[src/rtl/oflow_mem_buffer_initiator_fsm_if.sv]
// Start/done handshake bundle between the frame initiator FSM and its environment.
// master = initiator side (drives requests), slave = scheduler/MEM side.
interface oflow_mem_buffer_initiator_fsm_if #(
    parameter int FRAME_W = 8,
    parameter int HIST_W  = 3
);
    logic               start_frame;
    logic [FRAME_W-1:0] frame_num;
    logic [HIST_W-1:0]  num_of_history_frames;
    logic               done_read;
    logic               done_write;
    logic               start_read;
    logic               start_write;
    logic [HIST_W-1:0]  history_idx;
    logic               busy;
    logic               frame_done;
    logic               timeout_err;
    logic               overrun_err;

    modport master (
        input  start_frame, frame_num, num_of_history_frames, done_read, done_write,
        output start_read, start_write, history_idx, busy, frame_done, timeout_err, overrun_err
    );

    modport slave (
        output start_frame, frame_num, num_of_history_frames, done_read, done_write,
        input  start_read, start_write, history_idx, busy, frame_done, timeout_err, overrun_err
    );
endinterface

[src/rtl/oflow_mem_buffer_initiator_fsm.sv]
// Per-frame initiator: one start_read per valid history frame (newest first),
// then one start_write, each followed by a watchdog-guarded wait for its done.
module oflow_mem_buffer_initiator_fsm #(
    parameter int FRAME_W = 8,
    parameter int HIST_W  = 3,
    parameter int TIMEOUT = 1023
) (
    input  logic clk,
    input  logic reset_N,
    oflow_mem_buffer_initiator_fsm_if.master bus
);
    localparam logic [2:0] S_IDLE    = 3'd0;
    localparam logic [2:0] S_RD_REQ  = 3'd1;
    localparam logic [2:0] S_RD_WAIT = 3'd2;
    localparam logic [2:0] S_WR_REQ  = 3'd3;
    localparam logic [2:0] S_WR_WAIT = 3'd4;
    localparam logic [2:0] S_DONE    = 3'd5;

    localparam int WD_W = (TIMEOUT > 1) ? $clog2(TIMEOUT + 1) : 1;

    logic [2:0]        r_state;
    logic [HIST_W-1:0] r_hist_q;
    logic [HIST_W-1:0] r_history_idx;
    logic [WD_W-1:0]   r_wd;
    logic              r_start_read;
    logic              r_start_write;
    logic              r_busy;
    logic              r_frame_done;
    logic              r_timeout_err;
    logic              r_overrun_err;

    logic [HIST_W-1:0] w_hist_min;
    logic              w_wd_expired;
    logic              w_done_rd;
    logic              w_done_wr;

    // Frames older than frame 0 do not exist, so history depth is capped by frame_num.
    always_comb begin
        w_hist_min = bus.num_of_history_frames;
        if (bus.frame_num < FRAME_W'(bus.num_of_history_frames))
            w_hist_min = bus.frame_num[HIST_W-1:0];
    end

    // The request pulse is registered and shows up in the first WAIT cycle;
    // a done coincident with it belongs to nothing and is dropped.
    assign w_done_rd    = bus.done_read  && !r_start_read;
    assign w_done_wr    = bus.done_write && !r_start_write;
    assign w_wd_expired = (TIMEOUT != 0) && (r_wd == WD_W'(TIMEOUT - 1));

    always_ff @(posedge clk or negedge reset_N) begin
        if (!reset_N) begin
            r_state       <= S_IDLE;
            r_hist_q      <= '0;
            r_history_idx <= '0;
            r_wd          <= '0;
            r_start_read  <= 1'b0;
            r_start_write <= 1'b0;
            r_busy        <= 1'b0;
            r_frame_done  <= 1'b0;
            r_timeout_err <= 1'b0;
            r_overrun_err <= 1'b0;
        end else begin
            r_start_read  <= 1'b0;
            r_start_write <= 1'b0;
            r_frame_done  <= 1'b0;

            if (bus.start_frame && (r_state != S_IDLE))
                r_overrun_err <= 1'b1;

            case (r_state)
                S_IDLE: begin
                    if (bus.start_frame) begin
                        r_busy        <= 1'b1;
                        r_timeout_err <= 1'b0;
                        r_overrun_err <= 1'b0;
                        r_hist_q      <= w_hist_min;
                        if (w_hist_min != '0) begin
                            r_history_idx <= HIST_W'(1);
                            r_state       <= S_RD_REQ;
                        end else begin
                            r_state <= S_WR_REQ;
                        end
                    end
                end
                S_RD_REQ: begin
                    r_start_read <= 1'b1;
                    r_wd         <= '0;
                    r_state      <= S_RD_WAIT;
                end
                S_RD_WAIT: begin
                    if (w_done_rd) begin
                        if (r_history_idx < r_hist_q) begin
                            r_history_idx <= r_history_idx + HIST_W'(1);
                            r_state       <= S_RD_REQ;
                        end else begin
                            r_state <= S_WR_REQ;
                        end
                    end else if (w_wd_expired) begin
                        r_timeout_err <= 1'b1;
                        r_state       <= S_DONE;
                    end else begin
                        r_wd <= r_wd + WD_W'(1);
                    end
                end
                S_WR_REQ: begin
                    r_start_write <= 1'b1;
                    r_wd          <= '0;
                    r_state       <= S_WR_WAIT;
                end
                S_WR_WAIT: begin
                    if (w_done_wr) begin
                        r_state <= S_DONE;
                    end else if (w_wd_expired) begin
                        r_timeout_err <= 1'b1;
                        r_state       <= S_DONE;
                    end else begin
                        r_wd <= r_wd + WD_W'(1);
                    end
                end
                S_DONE: begin
                    r_frame_done  <= 1'b1;
                    r_busy        <= 1'b0;
                    r_history_idx <= '0;
                    r_state       <= S_IDLE;
                end
                default: r_state <= S_IDLE;
            endcase
        end
    end

    assign bus.start_read  = r_start_read;
    assign bus.start_write = r_start_write;
    assign bus.history_idx = r_history_idx;
    assign bus.busy        = r_busy;
    assign bus.frame_done  = r_frame_done;
    assign bus.timeout_err = r_timeout_err;
    assign bus.overrun_err = r_overrun_err;

    a_req_exclusive: assert property (@(posedge clk) disable iff (!reset_N)
        !(r_start_read && r_start_write));
    a_no_req_idle: assert property (@(posedge clk) disable iff (!reset_N)
        (r_state == S_IDLE) |-> !(r_start_read || r_start_write) || r_frame_done == 1'b0);
endmodule

[src/flat_wrapper.sv]
// flat-port wrapper written by rule: the top's interface ports become plain ports
module oflow_mem_buffer_initiator_fsm_flat 
#(
    parameter int FRAME_W = 8,
    parameter int HIST_W  = 3,
    parameter int TIMEOUT = 1023
)
  (clk, reset_N, bus_start_frame, bus_frame_num, bus_num_of_history_frames, bus_done_read, bus_done_write, bus_start_read, bus_start_write, bus_history_idx, bus_busy, bus_frame_done, bus_timeout_err, bus_overrun_err);
  oflow_mem_buffer_initiator_fsm_if #(.FRAME_W(FRAME_W), .HIST_W(HIST_W)) bus_i ();
  input  logic clk;
  input  logic reset_N;
  input wire logic [$bits(bus_i.start_frame)-1:0] bus_start_frame;
  input wire logic [$bits(bus_i.frame_num)-1:0] bus_frame_num;
  input wire logic [$bits(bus_i.num_of_history_frames)-1:0] bus_num_of_history_frames;
  input wire logic [$bits(bus_i.done_read)-1:0] bus_done_read;
  input wire logic [$bits(bus_i.done_write)-1:0] bus_done_write;
  output wire logic [$bits(bus_i.start_read)-1:0] bus_start_read;
  output wire logic [$bits(bus_i.start_write)-1:0] bus_start_write;
  output wire logic [$bits(bus_i.history_idx)-1:0] bus_history_idx;
  output wire logic [$bits(bus_i.busy)-1:0] bus_busy;
  output wire logic [$bits(bus_i.frame_done)-1:0] bus_frame_done;
  output wire logic [$bits(bus_i.timeout_err)-1:0] bus_timeout_err;
  output wire logic [$bits(bus_i.overrun_err)-1:0] bus_overrun_err;
  assign bus_i.start_frame = bus_start_frame;
  assign bus_i.frame_num = bus_frame_num;
  assign bus_i.num_of_history_frames = bus_num_of_history_frames;
  assign bus_i.done_read = bus_done_read;
  assign bus_i.done_write = bus_done_write;
  assign bus_start_read = bus_i.start_read;
  assign bus_start_write = bus_i.start_write;
  assign bus_history_idx = bus_i.history_idx;
  assign bus_busy = bus_i.busy;
  assign bus_frame_done = bus_i.frame_done;
  assign bus_timeout_err = bus_i.timeout_err;
  assign bus_overrun_err = bus_i.overrun_err;
  oflow_mem_buffer_initiator_fsm #(.FRAME_W(FRAME_W), .HIST_W(HIST_W), .TIMEOUT(TIMEOUT)) u_core (.clk(clk), .reset_N(reset_N), .bus(bus_i));
endmodule
[config.mk]
export PLATFORM = sky130hd
export DESIGN_NAME = oflow_mem_buffer_initiator_fsm_flat
export DESIGN_NICKNAME = d
export VERILOG_FILES = /design/src/rtl/oflow_mem_buffer_initiator_fsm_if.sv /design/src/rtl/oflow_mem_buffer_initiator_fsm.sv /design/src/flat_wrapper.sv
export SDC_FILE = /design/constraint.sdc
export NUM_CORES = 1
export LEC_CHECK = 0
export CAP_MARGIN = 30
export CORE_MARGIN = 8
export CORE_UTILIZATION = 47
export DETAILED_ROUTE_END_ITERATION = 16
export GPL_TIMING_DRIVEN = 0
export PLACE_DENSITY = 0.84
export SYNTH_ARGS = -nofsm -noshare
export SYNTH_HDL_FRONTEND = slang
export SYNTH_SLANG_ARGS = --single-unit
export TNS_END_PERCENT = 50
[constraint.sdc]
create_clock -name clk -period 1.9 [get_ports clk]
set_input_delay 0.38 -clock clk [delete_from_list [all_inputs] [get_ports clk]]
set_output_delay 0.38 -clock clk [all_outputs]
set_load 0.02 [all_outputs]
---- Yosys cells after proc, flatten, opt, wreduce, memory -nomap -nowiden ----
Index checks and enable logic that the tools add are counted.
cells by class
  add/subtract/negate cells ............... 2
  $lt $le $gt $ge ......................... 2
  equality and inequality tests ........... 12
  multiplexer cells ....................... 30
  reductions and logical operators ........ 18
operators with widths
  cell                                                                     count
  10-bit two-way mux                                                       3
  10-bit one-hot mux with 3 select lines                                   1
  3-bit two-way mux                                                        9
  3-bit one-hot mux with 5 select lines                                    1
  3-bit nonzero test                                                       5
  1-bit two-way mux                                                        11
  10-bit by 1-bit adder with 10-bit output, second input constant          1
  10-bit equality test, second input constant                              1
  3-bit one-hot mux with 3 select lines                                    1
  8-bit by 3-bit < comparator with 1-bit output                            1
  3-bit by 2-bit equality test with 1-bit output, second input constant    2
  3-bit equality test, second input constant                               2
  2-bit by 1-bit inequality test with 1-bit output, second input constant  3
  2-bit inequality test, second input constant                             3
  5-bit AND reduction                                                      1
  2-bit two-way mux                                                        2
  2-bit AND reduction                                                      2
  4-bit AND reduction                                                      1
  3-bit by 1-bit adder with 3-bit output, second input constant            1
  3-bit by 1-bit equality test with 1-bit output, second input constant    1
  1-bit logical AND                                                        3
  3-bit zero test                                                          1
  3-bit < comparator                                                       1
  1-bit one-hot mux with 3 select lines                                    1
  other kinds (5)                                                          6
storage, ports and cells
  register bits after elaboration ......... 25
  input bits .............................. 16
  output and inout port bits .............. 9
  logic and storage cells ................. 74

---- Longest topological paths before layout ----
Gate-level depths: netlist of the first run.
  depth after elaboration ................. 6
  gate-level depth with buffers ........... 7
  depth with buffers taken out ............ 7

---- Worst setup path before layout of the first run ----
No wires, ideal clock.
  kind .................................... reg-to-reg
  from .................................... register u_core.r_history_idx[1] (netlist: u_core.bus.history_idx[1])
  to ...................................... register u_core.r_history_idx[0] (netlist: u_core.bus.history_idx[0])
  library setup time ...................... 125 ps
  data arrival time ....................... 1954 ps
  required time ........................... 1775 ps
  path slack .............................. -179 ps
  cell stages (with the launch flop) ...... 6
  buffers on the path ..................... 0
  clock period less this slack ............ 2079 ps
  cell sequence ........................... dfrtp_1 ha_1 a2111oi_0 o22ai_1 nor3_2 mux2_4
between the ends
  cells in the longest elaborated chain, start to end .. 3
RTL lines
  element                                                            line                                  RTL
  from (decl)                                                        oflow_mem_buffer_initiator_fsm.sv:23  logic [HIST_W-1:0] r_history_idx;
  from (signal assigned)                                             oflow_mem_buffer_initiator_fsm.sv:93  r_history_idx <= r_history_idx + HIST_W'(1);
  3-bit < comparator                                                 oflow_mem_buffer_initiator_fsm.sv:92  if (r_history_idx < r_hist_q) begin
  2-bit by 1-bit inequality test with 1-bit output (no source line)  n/a
  5-bit AND reduction (no source line)                               n/a
No other way between the ends.
A chain may end at the register's enable or synchronous reset.

---- Worst setup path after layout of the first run ----
  from .................................... register u_core.r_state[0]
  to ...................................... register u_core.r_history_idx[0] (netlist: u_core.bus.history_idx[0])
between the ends
  cells in the longest elaborated chain, start to end .. 3
  elaborated cells on any way between the ends .. 10
  those cells by class .................... 6 x eq/ne; 1 x mux; 3 x reduce/logical
RTL lines
  element                                                                                          line                                  RTL
  from (decl)                                                                                      oflow_mem_buffer_initiator_fsm.sv:21  logic [2:0] r_state;
  from (signal assigned)                                                                           oflow_mem_buffer_initiator_fsm.sv:52  r_state <= S_IDLE;
  from (signal assigned)                                                                           oflow_mem_buffer_initiator_fsm.sv:79  r_state <= S_RD_REQ;
  from (signal assigned)                                                                           oflow_mem_buffer_initiator_fsm.sv:81  r_state <= S_WR_REQ;
  3-bit by 2-bit equality test with 1-bit output, or another cell as far along                     oflow_mem_buffer_initiator_fsm.sv:70  case (r_state)
  2-bit by 1-bit inequality test with 1-bit output (no source line), or another cell as far along  n/a
  5-bit AND reduction (no source line)                                                             n/a
Parallel ways exist; a longest one is shown, timed or not.

==> out/metrics.yaml, run 1 <==
status: "complete, but fails checks"
violations: "setup timing"
powerDensity_nw_per_um2: 1168
wl_met1_mm: 1.783
synthCells: 162
ys.flop_type: "dfrtp_1"
grt.total_usage: 0.1546
ios: 25
p_total_mw: 2.448
instances_no_fill: 242
via_per_inst: 6.149
synth_edf_count: 0
period_needed_ns: 1.984
cts_buffers: 3
portBuffers: 24
cts_max_level: 1
placedCellCount: 220
synth.cell_area_um2: 1455
layout_setup_ws_ns: -0.08385
ant_nets: 0
tritoncts: "yes"
synthTopCellsByArea: "dfrtp_1 (43%), ha_1 (6.0%), a21oi_1 (5.8%), o21ai_0 (3.8%), nor2_1 (3.6%)"
max-vdd-ir-drop_uv: 576.2
fmax_mhz: 504.1
switchingPower_mw: 1.022
switching_share: 0.4176
ys_ff_latch: 25
globalplace.congestion: 0.8674
grt_max_degree: 15
vias: 1488
grt-ovfl-total: 0
combPwrFrac: 0.577
dr_wl_met2_mm: 2.333
synth_top_cell_by_area: "dfrtp_1"
p_leak_nw: 0.9086
wl_mm: 4.582
cp_data_arrival_time_ns: 2.21
synth.distinct_cells: 40
ys_seq_area_frac: 0.4299
reg2regPathDepth: 6
intPower_mw: 1.426
fin_worst_skew_ns: 0.001529
fp.dieArea_um2: 5132
criticalPathCategory: "reg -> reg"
dp_hpwl_mm: 2.945
fp.dieH_um: 71.64
cp.required_ns: 2.13
seqCellArea_um2: 626.9
min_path_type: "in -> async"
finalNetCount: 233
n_antenna_cell: 0
insertion_delay_ns: 0.32
top_layer: "met4"
finalCritPeriodShare: 1.044
worstMarginPinSlew_ns: 0.6362
cts_sinks: 25
timing.final.hold_violations: 0
multi_input_area_um2: 944.7
setup_viol: 3
synthDominantCellAreaShare: 0.4299
dp_slack_ns: -0.6856
cp-end-kind: "flop"
synth_fp_nets: 185
cts_buffer_depth: 2
drtIter0Drc: 159
cts.clk_slew.worst_paths_ns: 0.14
drc_errors: 0
first_pass_iters: 4
core_area_um2: 3003
critical_path.max_stage_delay_ns: 0.44
critPathLaunchType: "flop"
crit_fanout: 7
crit_slowest_cell: "or4_4"
antenna_found_initial: 0
wl_per_cell_um: 18.93
reg2reg_from: "u_core.r_state[0]$_DFFE_PN0N_"
drv_slew: 0
syn2layout_area_growth_pct: 44.11
ys_async_sr_fraction: 1.000
yosys_warnings: 0
wl_met3_um: 314
first_global_vias: 1388
reg2reg_to: "u_core.bus.history_idx[0]$_DFFE_PN0P_"
power_frac_seq: 0.322
grt_pass1_wl_mm: 6.410
synth.avg_cell_area_um2: 8.982
initial_core_util: 0.4846
hold_buffers: 0
drive_gt1_frac: 0.2871
rsz0062_at_grt: "yes"
r2r_slack_ns: -0.08
cts_root_buf: "clkbuf_4"
maxCapViolCount: 0
slew_headroom: 0.5758
crit_chain: "buf_6 -> or3_4 -> or4_4 -> a21oi_4 -> nor3_4 -> mux2_4"
power_frac_clock: 0.101
fillCellCount: 205
num_rows: 20
die_w_um: 71.64
## metrics by stage
stage	hold WS (ns)	TNS, ns	utilization	area, µm²
5_1_grt	0.4230	-0.7744	0.6983	2097
3_5_place_dp	0.4877	-7.005	0.6000	1802
6_report	0.3958	-0.1308	0.6983	2097
4_1_cts	0.4113	-0.4324	0.6454	1938
2_1_floorplan	0.08441	-0.07105	-	1505
3_3_place_gp	0.4968	-5.455	0.5950	1787
## timing repair
item / CTS / global route
setup endpoints to repair: 14 / 17
setup buffers: 8 / 11
pin swaps: 8 / 17
resized for setup: 20 / 23
## synth_stat cells, drive strengths merged, types with 2 or more instances
cell type	count
a21oi	18
a31oi	2
and2	3
and3	4
and4	2
buf	3
clkbuf	2
dfrtp	25
ha	7
inv	10
mux2i	2
nand2	11
nand2b	5
nand3	5
nand4	4
nor2	14
nor2b	3
nor3	3
nor3b	2
o21ai	11
o22ai	2
or3	7
or4	2
xor2	3
## cell type report
class / instances / share of cell area
inverters: 10 / 0.01790
flip-flops and latches: 25 / 0.2989
well taps: 33 / 0.01969
clock buffers: 4 / 0.01253
multi-input cells: 122 / 0.4505
plain buffers: 4 / 0.01492
repair buffers: 44 / 0.1856
## routing by layer
layer	global-route usage	vias to the layer above
met4	0.07029	0
li1	-	679
met5	0	-
met1	0.1811	709
met3	0.02092	20
met2	0.2713	80
## flip-flops by register name (all words and copies together) (netlist names), named ones only
| register | count |
|---|---|
| u_core.bus.timeout_err | 1 |
| u_core.bus.history_idx | 3 |
| u_core.bus.start_read | 1 |
| u_core.bus.frame_done | 1 |
| u_core.r_wd | 10 |
| u_core.r_state | 3 |
| u_core.r_hist_q | 3 |
| u_core.bus.start_write | 1 |
| u_core.bus.busy | 1 |
## cell families after synthesis
| group | synth area share |
|---|---|
| xor+xnor | 0.01806 |
| flops | 0.4299 |
| fa+ha+maj | 0.06019 |
| compound gates | 0.1591 |
| buf+inv | 0.04558 |
| mux | 0.02407 |
| simple gates | 0.2631 |
## worst max-delay path: cells and delay by family, from the launching register on
family	cells	cell delay, ns
DFF	1	0.40
muxes	1	0.30
buffers and inverters	1	0.13
AOI/OAI and AO/OA	1	0.20
and+or+nand+nor	3	0.85
## power groups by stage
stage	registers (mW)	clock network [mW]	logic, mW
CTS	0.777	0.245	1.20
global placement	0.780	0	0.969
finish	0.789	0.247	1.41
detailed placement	0.795	0	1.04
floorplan	0.831	0	0.638
global route	0.805	0.269	1.50
## placed cells by master, fill, tap and decap left out, drive strengths merged, types with 7 or more instances in the layout
cell,Yosys,routed
inv,10,10
nand2,11,11
clkdlybuf4s50,0,20
or3,7,7
nor2,14,14
a21oi,18,18
o21ai,11,11
buf,3,25
ha,7,7
dfrtp,25,25
## worst max path at each step
stage	start	endpoint	depth (start not counted)
CTS	u_core.r_state[0]$_DFFE_PN0N_	u_core.bus.history_idx[0]$_DFFE_PN0P_	7
global placement	bus_num_of_history_frames[2]	u_core.bus.history_idx[0]$_DFFE_PN0P_	8
detailed placement	bus_num_of_history_frames[2]	u_core.bus.history_idx[0]$_DFFE_PN0P_	8
floorplan	u_core.r_state[0]$_DFFE_PN0N_	u_core.bus.history_idx[0]$_DFFE_PN0P_	7
global route	u_core.r_state[0]$_DFFE_PN0N_	u_core.bus.history_idx[0]$_DFFE_PN0P_	6
finish	u_core.r_state[0]$_DFFE_PN0N_	u_core.bus.history_idx[0]$_DFFE_PN0P_	6
Power figures use the tool's default switching activity.
==> inputs of run 2 (changes only) <==
--- a/config.mk
+++ b/config.mk
@@ -10,6 +10,7 @@
 export CORE_UTILIZATION = 47
 export DETAILED_ROUTE_END_ITERATION = 16
 export GPL_TIMING_DRIVEN = 0
+export MAX_ROUTING_LAYER = met4
 export PLACE_DENSITY = 0.84
 export SYNTH_ARGS = -nofsm -noshare
 export SYNTH_HDL_FRONTEND = slang
==> run 2 against run 1 <==
  * The flow still finishes with violations (setup timing)
  * Power rose by 2.9%
  * Via count grew 0.54%
  * Wire length is 0.55% lower
  * Sequential power is 0.9% higher
  * Critical endpoint unchanged
  * Highest routed layer unchanged
==> out/metrics.yaml, run 2 (synthesis gave the netlist of run 1 again) <==
p_leak_nw: 0.9139
cts_buffers: 3
min_path_type: "in -> async"
core_area_um2: 3003
period_needed_ns: 1.955
reg2regPathDepth: 6
first_pass_iters: 5
portBuffers: 24
hold_buffers: 0
power_frac_clock: 0.095
fp.dieH_um: 71.64
drv_slew: 0
crit_chain: "buf_6 -> or3_4 -> or4_4 -> a21oi_4 -> nor3_4 -> mux2_4"
num_rows: 20
cts.clk_slew.worst_paths_ns: 0.14
critical_path.max_stage_delay_ns: 0.43
final_cell_mix: "dfrtp_1 (24), clkdlybuf4s50_1 (20), buf_4 (20), a21oi_1 (15), nor2_1 (13)"
maxCapViolCount: 0
vias: 1496
intPower_mw: 1.468
cp-end-kind: "flop"
power_frac_seq: 0.316
drtIter0Drc: 163
slew_headroom: 0.6173
post-route-util: 0.7033
worstMarginPinSlew_ns: 0.5722
violations: "setup timing"
grt.total_usage: 0.1582
cp_data_arrival_time_ns: 2.18
drive_gt1_frac: 0.3000
fp.dieArea_um2: 5132
status: "complete, but fails checks"
grt_max_degree: 15
reg2reg_from: "u_core.r_state[0]$_DFFE_PN0N_"
rsz0062_at_grt: "yes"
ios: 25
crit_family: "simple AND/OR/NAND/NOR gates"
crit_slowest_cell: "or4_4"
fin_worst_skew_ns: 0.008393
first_global_vias: 1383
insertion_delay_ns: 0.32
critPathLaunchType: "flop"
antenna_found_initial: 0
reg2reg_to: "u_core.bus.history_idx[0]$_DFFE_PN0P_"
max-vdd-ir-drop_uv: 506.0
wl_mm: 4.557
r2r_slack_ns: -0.05
crit_fanout: 7
wl_per_cell_um: 18.75
fillCellCount: 205
initial_core_util: 0.4846
switchingPower_mw: 1.052
path_buf_inv: 1
largest_reg_flops: 10
combPwrFrac: 0.589
ant_nets: 0
fmax_mhz: 511.6
grt_pass1_wl_mm: 6.368
grt-ovfl-total: 0
finalCritPeriodShare: 1.029
powerDensity_nw_per_um2: 1193
cts_buffer_depth: 2
setup_viol: 4
layout_setup_ws_ns: -0.05479
criticalPathCategory: "reg -> reg"
cts_sinks: 25
finalNetCount: 234
p_total_mw: 2.520
registers.top_by_ff_count: "u_core.r_wd"
tritoncts: "yes"
globalplace.congestion: 0.8815
cp.required_ns: 2.12
switching_share: 0.4173
cts_root_buf: "clkbuf_4"
final_common_cell: "dfrtp_1"
via_per_inst: 6.156
n_antenna_cell: 0
drc_errors: 0
timing.final.hold_violations: 0
cts_max_level: 1
die_w_um: 71.64
dp_hpwl_mm: 2.945
syn2layout_area_growth_pct: 45.14
run 2: cell types whose count changed in the layout (fill, tap and decap cells not counted):
cell	before	now
a21oi_4	2	1
buf_4	19	20
or3_1	5	6
ha_1	3	2
inv_1	8	7
nand2b_4	1	2
nand2b_1	4	3
inv_2	2	3
ha_4	2	3
a21oi_2	1	2
or3_4	2	1
run 2: worst max-delay path by stage:
| stage | startpoint | to | slack, ns | cells past startpoint |
|---|---|---|---|---|
| 2_1_floorplan | u_core.r_state[0]$_DFFE_PN0N_ | u_core.bus.history_idx[0]$_DFFE_PN0P_ | -0.07 | 7 |
| 3_3_place_gp | bus_num_of_history_frames[2] | u_core.bus.history_idx[0]$_DFFE_PN0P_ | -0.60 | 8 |
| 3_5_place_dp | bus_num_of_history_frames[2] | u_core.bus.history_idx[0]$_DFFE_PN0P_ | -0.69 | 8 |
| 4_1_cts | u_core.r_state[0]$_DFFE_PN0N_ | u_core.bus.history_idx[0]$_DFFE_PN0P_ | -0.15 | 7 |
| 5_1_grt | u_core.r_state[0]$_DFFE_PN0N_ | u_core.bus.history_idx[0]$_DFFE_PN0P_ | -0.11 | 6 |
| 6_report | u_core.r_state[0]$_DFFE_PN0N_ | u_core.bus.history_idx[0]$_DFFE_PN0P_ | -0.05 | 6 |
run 2: layer usage:
metal  global-route usage  routed length, µm
met5                    -                  0
met4              0.07029                246
met3              0.02092                294
met2               0.2702               2257
met1               0.1802               1759
run 2: layout make-up:
cell class / instances / area, µm² / area share
clock buffers: 4 / 26.28 / 0.01244
inverters: 10 / 37.54 / 0.01777
repair buffers: 45 / 396.6 / 0.1878
flip-flops and latches: 25 / 626.9 / 0.2968
well taps: 33 / 41.29 / 0.01955
plain buffers: 4 / 31.28 / 0.01481
multi-input cells: 122 / 952.2 / 0.4508
run 2: what timing repair did:
action | in CTS | in global routing
pin swaps | 8 | 16
setup buffers | 8 | 12
resized for setup | 20 | 25
endpoints found under the setup margin | 14 | 17
gates cloned | 0 | 0
hold endpoints to repair | 0 | 0
run 2: power groups by stage:
stage	clock network, mW	logic [mW]	registers, mW
floorplan	0	0.638	0.831
global placement	0	0.969	0.780
detailed placement	0	1.04	0.795
CTS	0.245	1.20	0.777
global route	0.267	1.56	0.810
finish	0.239	1.49	0.796
run 2: per-stage QoR:
stage	worst slack, ns	setup TNS, ns	area (µm²)	std cells	hold WS [ns]
floorplan	-0.07105	-0.07105	1505	162	0.08441
global placement	-0.6038	-5.455	1787	219	0.4968
detailed placement	-0.6856	-7.005	1802	220	0.4877
CTS	-0.1489	-0.4324	1938	232	0.4113
global route	-0.1078	-0.7866	2112	243	0.4224
finish	-0.05479	-0.09400	2112	243	0.4054
==> inputs of run 3 (changes only) <==
--- a/config.mk
+++ b/config.mk
@@ -5,7 +5,7 @@
 export SDC_FILE = /design/constraint.sdc
 export NUM_CORES = 1
 export LEC_CHECK = 0
-export CAP_MARGIN = 30
+export CAP_MARGIN = 5
 export CORE_MARGIN = 8
 export CORE_UTILIZATION = 47
 export DETAILED_ROUTE_END_ITERATION = 16
@@ -15,4 +15,4 @@
 export SYNTH_ARGS = -nofsm -noshare
 export SYNTH_HDL_FRONTEND = slang
 export SYNTH_SLANG_ARGS = --single-unit
-export TNS_END_PERCENT = 50
+export TNS_END_PERCENT = 5
==> run 3 against run 2 <==
  * The flow still finishes with violations (setup timing)
  * Sequential share of layout area rose by 2.7 points
  * Final cell count decreased by 5.3%
  * Global-route usage down 1.3 points
  * Flip-flop and latch count stayed put
  * Combinational power fell by 20%
  * Setup slack worse by 0.061 ns
  * Power decreased by 12%
  * Die area unchanged
  * Utilization decreased by 5.9 points
  * Critical path depth fell by 1
  * Critical path type unchanged
  * Critical endpoint unchanged
  * Largest cell class unchanged
==> out/metrics.yaml, run 3 (synthesis gave the netlist of run 1 again) <==
syn2layout_area_growth_pct: 32.93
antenna_found_initial: 0
period_needed_ns: 2.016
grt.total_usage: 0.1457
intPower_mw: 1.309
die_w_um: 71.64
power_frac_clock: 0.107
dp_hpwl_mm: 2.554
vias: 1332
initial_core_util: 0.4846
post-route-util: 0.6442
via_per_inst: 5.791
cts_root_buf: "clkbuf_4"
wl_mm: 3.714
insertion_delay_ns: 0.32
powerDensity_nw_per_um2: 1142
drive_gt1_frac: 0.1574
cts_sinks: 25
switching_share: 0.4070
fillCellCount: 242
min_path_type: "reg -> reg"
tritoncts: "yes"
final_cell_mix: "dfrtp_1 (25), clkdlybuf4s50_1 (21), a21oi_1 (17), nor2_1 (14), nand2_1 (11)"
grt-ovfl-total: 0
cp_data_arrival_time_ns: 2.24
timing.final.hold_violations: 0
violations: "setup timing"
combPwrFrac: 0.537
grt_max_degree: 26
ant_nets: 0
drc_errors: 0
layout_setup_ws_ns: -0.1156
p_leak_nw: 0.8408
drv_slew: 0
power_frac_seq: 0.355
portBuffers: 24
final_common_cell: "dfrtp_1"
cts.clk_slew.worst_paths_ns: 0.14
rsz0062_at_grt: "yes"
finalNetCount: 221
crit_fanout: 4
switchingPower_mw: 0.8988
globalplace.congestion: 0.8401
slew_headroom: 0.2729
fmax_mhz: 496.1
maxCapViolCount: 0
status: "complete, but fails checks"
worstMarginPinSlew_ns: 1.087
cp-end-kind: "flop"
ios: 25
cts_buffers: 3
drtIter0Drc: 60
placed_area_um2: 1779
n_antenna_cell: 0
finalCritPeriodShare: 1.061
grt_pass1_wl_mm: 5.892
setup_viol: 10
fp.dieH_um: 71.64
fin_area_um2: 1934
crit_chain: "or3_4 -> or4_4 -> a21oi_4 -> nor3_4 -> mux2_4"
criticalPathCategory: "reg -> reg"
first_pass_iters: 4
wl_per_cell_um: 16.15
crit_slowest_cell: "or4_4"
registers.top_by_ff_count: "u_core.r_wd"
fin_worst_skew_ns: 0.01668
core_area_um2: 3003
critical_path.max_stage_delay_ns: 0.51
largest_reg_flops: 10
cts_max_level: 1
fp.dieArea_um2: 5132
critPathLaunchType: "flop"
num_rows: 20
holdWs_ns: 0.5179
first_global_vias: 1310
max-vdd-ir-drop_uv: 495.2
cts_buffer_depth: 2
cp.required_ns: 2.13
-- run 3: cell count changes in the layout (fill, tap and decap cells not counted), sizes merged --
cell / change
clkdlybuf4s50: +1
clkbuf: +2
dlygate4sd2: +1
buf: -17
-- run 3: metrics by stage --
step / power, mW / setup TNS (ns) / instances / setup WS (ns)
2_1_floorplan: 1.456 / -0.08936 / 162 / -0.07692
3_3_place_gp: 1.732 / -5.439 / 219 / -0.6083
3_5_place_dp: 1.779 / -6.413 / 219 / -0.6677
4_1_cts: 2.151 / -0.4422 / 226 / -0.1555
5_1_grt: 2.354 / -1.259 / 230 / -0.1590
6_report: 2.208 / -0.4160 / 230 / -0.1156
-- run 3: metal layers --
metal,global-route usage,part of all wire
met2,0.2460,0.51
met4,0.06122,0.015
met5,-,0
met1,0.1694,0.43
met3,0.01953,0.040
-- run 3: cell type report --
cell class	instances	area, µm²	area share
multi-input combinational	122	877.1	0.4534
clock buffer	4	26.28	0.01358
buffer	4	26.28	0.01358
timing repair buffer	32	300.3	0.1552
inverter	10	37.54	0.01940
sequential	25	625.6	0.3234
tap	33	41.29	0.02135
-- run 3: worst max-delay path: cells and delay by family (launching register included) --
family             cells  cell delay [ns]
muxes                  1             0.29
DFF                    1             0.44
AOI/OAI and AO/OA      1             0.17
and+or+nand+nor        3             1.01
-- run 3: power groups by stage --
stage / sequential [mW] / combinational [mW] / clock, mW
final: 0.784 / 1.19 / 0.237
after global routing: 0.803 / 1.29 / 0.261
after CTS: 0.779 / 1.13 / 0.243
after detailed placement: 0.785 / 0.994 / 0
after global placement: 0.774 / 0.958 / 0
after floorplan: 0.829 / 0.627 / 0
-- run 3: worst paths after layout --
path / cells past startpoint / slack, ns / start / to
max: 5 / -0.12 / u_core.r_state[1]$_DFFE_PN0N_ / u_core.bus.history_idx[0]$_DFFE_PN0P_
min: 2 / 0.52 / flop / flop
max reg2reg: 5 / -0.12 / u_core.r_state[1]$_DFFE_PN0N_ / u_core.bus.history_idx[0]$_DFFE_PN0P_
min reg2reg: 2 / 0.52 / flop / flop
max in group asynchronous: 1 / 0.61 / reset_N / u_core.r_wd[1]$_DFFE_PN0P_
min in group asynchronous: 1 / 0.63 / reset_N / u_core.bus.busy$_DFFE_PN0P_
-- run 3: what timing repair did --
action                     CTS  global route
resized for setup            9             8
pin swaps                    5             8
buffers inserted             3             5
setup endpoints to repair   12            15
hold buffers                 0             0
